--- src/rtl/brew_timer.sv ---
// brew_timer: seconds countdown for the coffee-maker FSM.
// A prescaler divides clk down to a one-second tick, and a seconds counter runs
// down from a preset chosen by length_time. Expiry is held as a level until the
// FSM releases start_timer.
module brew_timer #(
  parameter int TICK_DIV = 50_000_000,
  parameter int LEN0     = 2,
  parameter int LEN1     = 4,
  parameter int LEN2     = 6,
  parameter int LEN3     = 8,
  parameter int CNT_W    = 4
) (
  input  logic             clk,
  input  logic             rst_n,
  input  logic             start_timer_i,
  input  logic [1:0]       length_time_i,
  output logic             t_expired_o,
  output logic             busy_o,
  output logic [CNT_W-1:0] secs_left_o
);

  // Prescaler width: it has to hold TICK_DIV-1. Keep at least one bit so that
  // TICK_DIV=1 still builds; in that case the prescaler stays at 0 and every
  // RUN cycle is a tick.
  localparam int               PRE_W      = (TICK_DIV > 1) ? $clog2(TICK_DIV) : 1;
  localparam logic [PRE_W-1:0] PRE_RELOAD = PRE_W'(TICK_DIV - 1);

  typedef enum logic [1:0] {
    S_IDLE = 2'd0,
    S_RUN  = 2'd1,
    S_DONE = 2'd2
  } state_t;

  state_t           state_q, state_d;
  logic [PRE_W-1:0] pre_q, pre_d;
  logic [CNT_W-1:0] secs_q, secs_d;
  logic             start_dly_q;
  logic             armed_q;
  logic             busy_q;
  logic             t_expired_q;
  logic             start_edge;
  logic [CNT_W-1:0] len_sel;

  // Only the first cycle after reset needs armed_q. start_dly_q comes out of
  // reset at 0, so a start_timer that was already high would otherwise look
  // like a rising edge. A new start is accepted only after start_timer has been
  // seen low at least once.
  assign start_edge = start_timer_i & ~start_dly_q & armed_q;

  // Select the preset. It is only consumed when a start is accepted, which
  // latches it into secs_q; later changes to length_time have no effect.
  always_comb begin
    len_sel = CNT_W'(LEN0);
    case (length_time_i)
      2'd0:    len_sel = CNT_W'(LEN0);
      2'd1:    len_sel = CNT_W'(LEN1);
      2'd2:    len_sel = CNT_W'(LEN2);
      default: len_sel = CNT_W'(LEN3);
    endcase
  end

  // Next-state logic. In RUN, an abort takes precedence over the final tick.
  always_comb begin
    state_d = state_q;
    pre_d   = pre_q;
    secs_d  = secs_q;
    case (state_q)
      S_IDLE: begin
        secs_d = '0;
        if (start_edge) begin
          if (len_sel == '0) begin
            state_d = S_DONE;
          end else begin
            state_d = S_RUN;
            secs_d  = len_sel;
            pre_d   = PRE_RELOAD;
          end
        end
      end
      S_RUN: begin
        if (!start_timer_i) begin
          state_d = S_IDLE;
          secs_d  = '0;
        end else if (pre_q != '0) begin
          pre_d = pre_q - PRE_W'(1);
        end else if (secs_q <= CNT_W'(1)) begin
          // Catch 0 here as well so that the counter can never wrap.
          state_d = S_DONE;
          secs_d  = '0;
        end else begin
          secs_d = secs_q - CNT_W'(1);
          pre_d  = PRE_RELOAD;
        end
      end
      S_DONE: begin
        secs_d = '0;
        if (!start_timer_i) begin
          state_d = S_IDLE;
        end
      end
      default: begin
        state_d = S_IDLE;
        secs_d  = '0;
      end
    endcase
  end

  // State, counters, and the registered Moore outputs, decoded from the next state.
  always_ff @(posedge clk or negedge rst_n) begin
    if (!rst_n) begin
      state_q     <= S_IDLE;
      pre_q       <= '0;
      secs_q      <= '0;
      start_dly_q <= 1'b0;
      armed_q     <= 1'b0;
      busy_q      <= 1'b0;
      t_expired_q <= 1'b0;
    end else begin
      state_q     <= state_d;
      pre_q       <= pre_d;
      secs_q      <= secs_d;
      start_dly_q <= start_timer_i;
      armed_q     <= armed_q | ~start_timer_i;
      busy_q      <= (state_d == S_RUN);
      t_expired_q <= (state_d == S_DONE);
    end
  end

  assign busy_o      = busy_q;
  assign t_expired_o = t_expired_q;
  assign secs_left_o = secs_q;

endmodule

--- config.mk ---
export PLATFORM = sky130hd
export DESIGN_NAME = brew_timer
export DESIGN_NICKNAME = d
export VERILOG_FILES = /design/src/rtl/brew_timer.sv
export SDC_FILE = /design/constraint.sdc
export NUM_CORES = 1
export LEC_CHECK = 0
export CORE_MARGIN = 4
export CORE_UTILIZATION = 40
export DETAILED_ROUTE_END_ITERATION = 16
export PLACE_DENSITY_LB_ADDON = 0.3
export SLEW_MARGIN = 20
export SYNTH_ARGS = -nofsm -noshare
export SYNTH_HDL_FRONTEND = slang
export SYNTH_SLANG_ARGS = --single-unit
--- constraint.sdc ---
create_clock -name clk -period 4.1 [get_ports clk]
set_clock_uncertainty 0.2 [all_clocks]
set_input_delay 0.615 -clock clk [delete_from_list [all_inputs] [get_ports clk]]
set_output_delay 0.615 -clock clk [all_outputs]
set_load 0.05 [all_outputs]
; Yosys cells after proc, flatten, opt, wreduce, memory -nomap -nowiden
; Cells that the tools add are included.
[totals]
ff_bits = 36
inputBits = 5
output_inout_bits = 6
wordCells = 52
[classes]
add_sub_neg = 2
magnitude_cmp = 1
n_eq_ne = 11
muxes = 20
n_bitwise = 5
n_reduce_logical = 6
[ops]
columns = operator, n
row1 = $mux W26, 5
row2 = $pmux W26 S2, 1
row3 = $reduce_bool A26 Y1, 1
row4 = $sub A26 B1 Y26 const B, 1
row5 = $mux W4, 5
row6 = $mux W2, 6
row7 = $pmux W4 S3, 1
row8 = $pmux W4 S2, 1
row9 = $eq A2 B1 Y1 const B, 3
row10 = $eq A2 B2 Y1 const B, 3
row11 = $ne A2 B2 Y1 const B, 3
row12 = $ne A3 B3 Y1 const B, 2
row13 = $pmux W2 S3, 1
row14 = $reduce_and A5 Y1, 1
row15 = $le A4 B1 Y1 const B, 1
row16 = $logic_not A2 Y1, 2
row17 = $logic_not A4 Y1, 1
row18 = $sub A4 B1 Y4 const B, 1
row19 = $and A1 B1 Y1, 2
row20 = $not A1 Y1, 2
row21 = $reduce_bool A2 Y1, 1
row22 = $or A1 B1 Y1, 1

; Logic depth before layout (Yosys ltp)
[logic_depth]
depth_word = 7
mapped_depth = 8

; Worst setup path after synthesis
; Ideal clock, no wire load.
[synth_path]
kind = reg-to-reg
from = register secs_q[0], in the netlist secs_left_o[0]
to = register pre_q[0]
setup_ns = 0.125
t_arrival_ns = 2.196
slack_ns = 1.579
stages_incl_launch_ff = 9
path_buffers = 1
cell_sequence = dfrtp_1 > inv_1 > ha_1 > nor2_1 > o31a_1 > nor2_2 > clkbuf_1 > nand2_1 > mux2_2
[synth_via]
elab_chain_len = 3
[synth_rtl]
columns = element, line
row1 = "start, declared", 36  ; logic [CNT_W-1:0] secs_q, secs_d;
row2 = "start signal, assigned", 121  ; secs_q <= secs_d;
row3 = $le A4 B1 Y1, 86  ; end else if (secs_q <= CNT_W'(1)) begin
row4 = $ne A3 B3 Y1 (no line), --
row5 = $reduce_and A5 Y1 (no line), --
row6 = "end signal, assigned", 120  ; pre_q <= pre_d;
row7 = "end, declared", 35  ; logic [PRE_W-1:0] pre_q, pre_d;
; Every way passes these cells.
; A chain may end at the register's enable or synchronous reset.

; Worst setup path in the final report
[layout_path]
from = input port start_timer_i
to = register pre_q[15]
[layout_via]
elab_chain_len = 4
elab_cells_between_ends = 5
cone_classes = 2 x eq/ne / 2 x bitwise / 1 x reduce/logical
[layout_rtl]
columns = element, line
row1 = "start, declared", 15  ; input logic start_timer_i,
row2 = $and A1 B1 Y1 (2 in a row), 48  ; assign start_edge = start_timer_i & ~start_dly_q & armed_q;
row3 = $ne A2 B2 Y1 (no line), --
row4 = $reduce_and A5 Y1 (no line) (*), --
; Mark *: on every way between the ends. The rest lies on a longest branch, timed or not.

==> run_results.csv <==
group,metric,value,unit
run_status,outcome,"completed",
synth,synth_edf_count,0,
power_and_ir_drop,power,1.21,mW
cts,cts_setup_buffers,0,
die,rows,27,
sta,timing.slew.headroom,43.8,%
grt,grt.overflow.total,0,
drt,drcViolationCount,0,
grt,grt_pass1_vias,1838,
cts,clock-sinks,36,
sta,finalSetupViolations,0,
sta,tns,0,ps
sta,worst_pin_slew,843,ps
synth,synth_most_common_cell,"dfrtp_1",
power_and_ir_drop,power_frac_comb,41.1,%
synth,synth_top_area_share,39.2,%
drt,vias,1946,
job,cap_viol_max_count,0,
die,die_area,7030,sq um
min_path,holdCritPathClass,"in -> async",
setup_path,critPathArrivalTime,3110,ps
final_layout,area_delta_synth_final,10.4,%
cts,cts_made_buffers,5,
cts,cts_hold_buf,0,
placement,place_congestion,0.813,
placement,portBuffers,10,
placement,hpwl,3600,um
final_layout,drive_gt1_share,10.6,%
placement,preCtsSetupSlack,848,ps
cts,cts_max_level,2,
placement,place_area,2460,sq um
die,start_util,41.5,%
sta,whs,220,ps
die,die_x,83.8,um
drt,drt-total-wl,5220,um
power_and_ir_drop,p_leak,0.921,nW
drt,first_pass_iters,4,
die,chipHeight,83.8,um
sta,hold_viol_final,0,
synth,async_flop_share,100,%
sta,fmax,321,MHz
sta,fin_crit_sh,75.9,%
setup_path,crit_fanout,19,
setup_path,end_kind,"flip-flop",
power_and_ir_drop,swShare,43.1,%
setup_path,required,4100,ps
drt,via_per_inst,5.97,
drt,antenna_left,0,
synth,synth_top_cells_by_area,"dfrtp_1 (39%), mux2i_1 (5.2%), a21oi_1 (4.4%), ha_1 (3.8%), nand3_1 (3.5%)",
synth,synth.avg_cell_area,9.39,sq um
drt,wl_per_cell,16.0,um
grt,grt_max_degree,37,
cts,root_buffer,"clkbuf_8",
power_and_ir_drop,clockPowerShare,20.0,%
grt,grt_usage,15.3,%
cts,cts-resized-gates,0,
synth,yosys_warnings,0,
synth,yosysSeqAreaShare,39.2,%
sta,setup_ws,989,ps
final_layout,nNetsFinal,266,
grt,antenna_found_initial,0,
cts,clkLatencyLatePin,280,ps
power_and_ir_drop,switchingPower,0.523,mW
setup_path,worst_setup_path_start_kind,"input port",
power_and_ir_drop,p_int,0.690,mW
cts,clockBufferDepth,2,
grt,grt_pass1_wl,8890,um
sta,min_period,3110,ps
cts,cts_tree,"built",
synth,synth_cell_type_count,55,
synth,syn_inst,245,
power_and_ir_drop,seqPwrFrac,38.9,%
final_layout,antenna_cells,0,
setup_path,critPathKind,"in -> reg",
die,core-area,5540,sq um
drt,drt_iter0_drc,141,
synth,synthTopCellsByCount,"dfrtp_1 (36), a21oi_1 (20), nand3_1 (16), nor2_1 (15), nand2_1 (13)",
die,ios,11,
synth,synth_area_leader_cell,"dfrtp_1",
power_and_ir_drop,ir_worst_vdd,0.230,mV
synth,synth_fp_nets,257,
sta,rsz0062_at_grt,"false",
synth,synth-seq-cells,36,
cts,clkTransAtPathRegs,70,ps
power_and_ir_drop,powerDensity,477,nW/um^2
synth,synth_area,2300,sq um
synth,synth_ff_type,"dfrtp_1",
final_layout,design_area,2540,sq um
sta,finalMaxSlewViolations,0,
## registers in the layout (all words and copies together) (netlist names)
signal / cells
pre_q: 26
secs_left_o: 4
state_q: 2
armed_q: 1
busy_o: 1
start_dly_q: 1
t_expired_o: 1
## final timing paths
kind / startpoint / to / slack (ps) / cells past startpoint
worst min-delay path: rst_n / secs_left_o[3] / 220 / 1
worst max-delay path: start_timer_i / pre_q[15] / 990 / 6
max in group asynchronous: rst_n / state_q[1] / 2930 / 1
min in group clk: pre_q[10] / pre_q[10] / 350 / 2
worst min register to register: pre_q[10] / pre_q[10] / 350 / 2
worst max register to register: pre_q[0] / pre_q[0] / 1290 / 8
## worst max-delay path, stage by stage
cell	delay, ps
clkdlybuf4s50_1	560
nor4b_2	470
and3_1	360
nor2_2	190
a2111oi_0	640
mux2i_1	260
## metal layers
metal | part of all wire (%) | global-route usage (%) | wire, um | vias to the layer above
li1 | - | - | - | 957
met1 | 48 | 20.9 | 2530 | 942
met2 | 46 | 24.1 | 2420 | 43
met3 | 4.1 | 3.06 | 215 | 4
met4 | 0.98 | 4.97 | 51 | 0
met5 | 0 | 0 | 0 | -
## power groups by stage
| stage | Sequential (mW) | Clock, mW | Combinational, mW |
|---|---|---|---|
| finish | 0.472 | 0.242 | 0.498 |
| floorplan | 0.527 | 0 | 0.301 |
| global route | 0.482 | 0.267 | 0.549 |
| detailed placement | 0.477 | 0 | 0.497 |
| CTS | 0.470 | 0.250 | 0.499 |
| global placement | 0.476 | 0 | 0.490 |
## kinds of logic (layout without fill, tap and decap cells)
family	after synthesis	in the layout	synth area share, %
flip-flops	36	36	39.2
buffers and inverters	20	29	3.43
multiplexers	13	13	5.71
AND/OR/NAND/NOR	93	93	24.8
adder cells (fa/ha/maj)	7	7	3.81
AO/OA/AOI/OAI	76	76	23.1
## cells in the final DEF, fill, tap and decap left out, types with 7 or more instances in the layout
cell type / Yosys / layout
dfrtp_1: 36 / 36
a21oi_1: 20 / 20
nand3_1: 16 / 16
nor2_1: 15 / 15
nand2_1: 13 / 13
mux2i_1: 12 / 12
inv_1: 9 / 9
clkdlybuf4s50_1: 0 / 9
nor3_1: 8 / 8
a21boi_0: 8 / 8
o31ai_1: 7 / 7
or3_1: 7 / 7
ha_1: 7 / 7
## layout make-up
class,count,area (sq um)
Tap cell,72,90.1
Clock buffer,6,72.6
Sequential cell,36,901
Timing Repair Buffer,13,118
Clock inverter,1,5.00
Multi-Input combinational cell,189,1320
Inverter,9,33.8
Fill cell,547,3000
## metrics by stage
step / util [%] / instances
detailed placement: 44.4 / 319
floorplan: - / 245
global route: 45.8 / 326
global placement: 44.4 / 319
finish: 45.8 / 326
CTS: 45.8 / 326
Note: power is estimated with default switching activity, not from simulation.
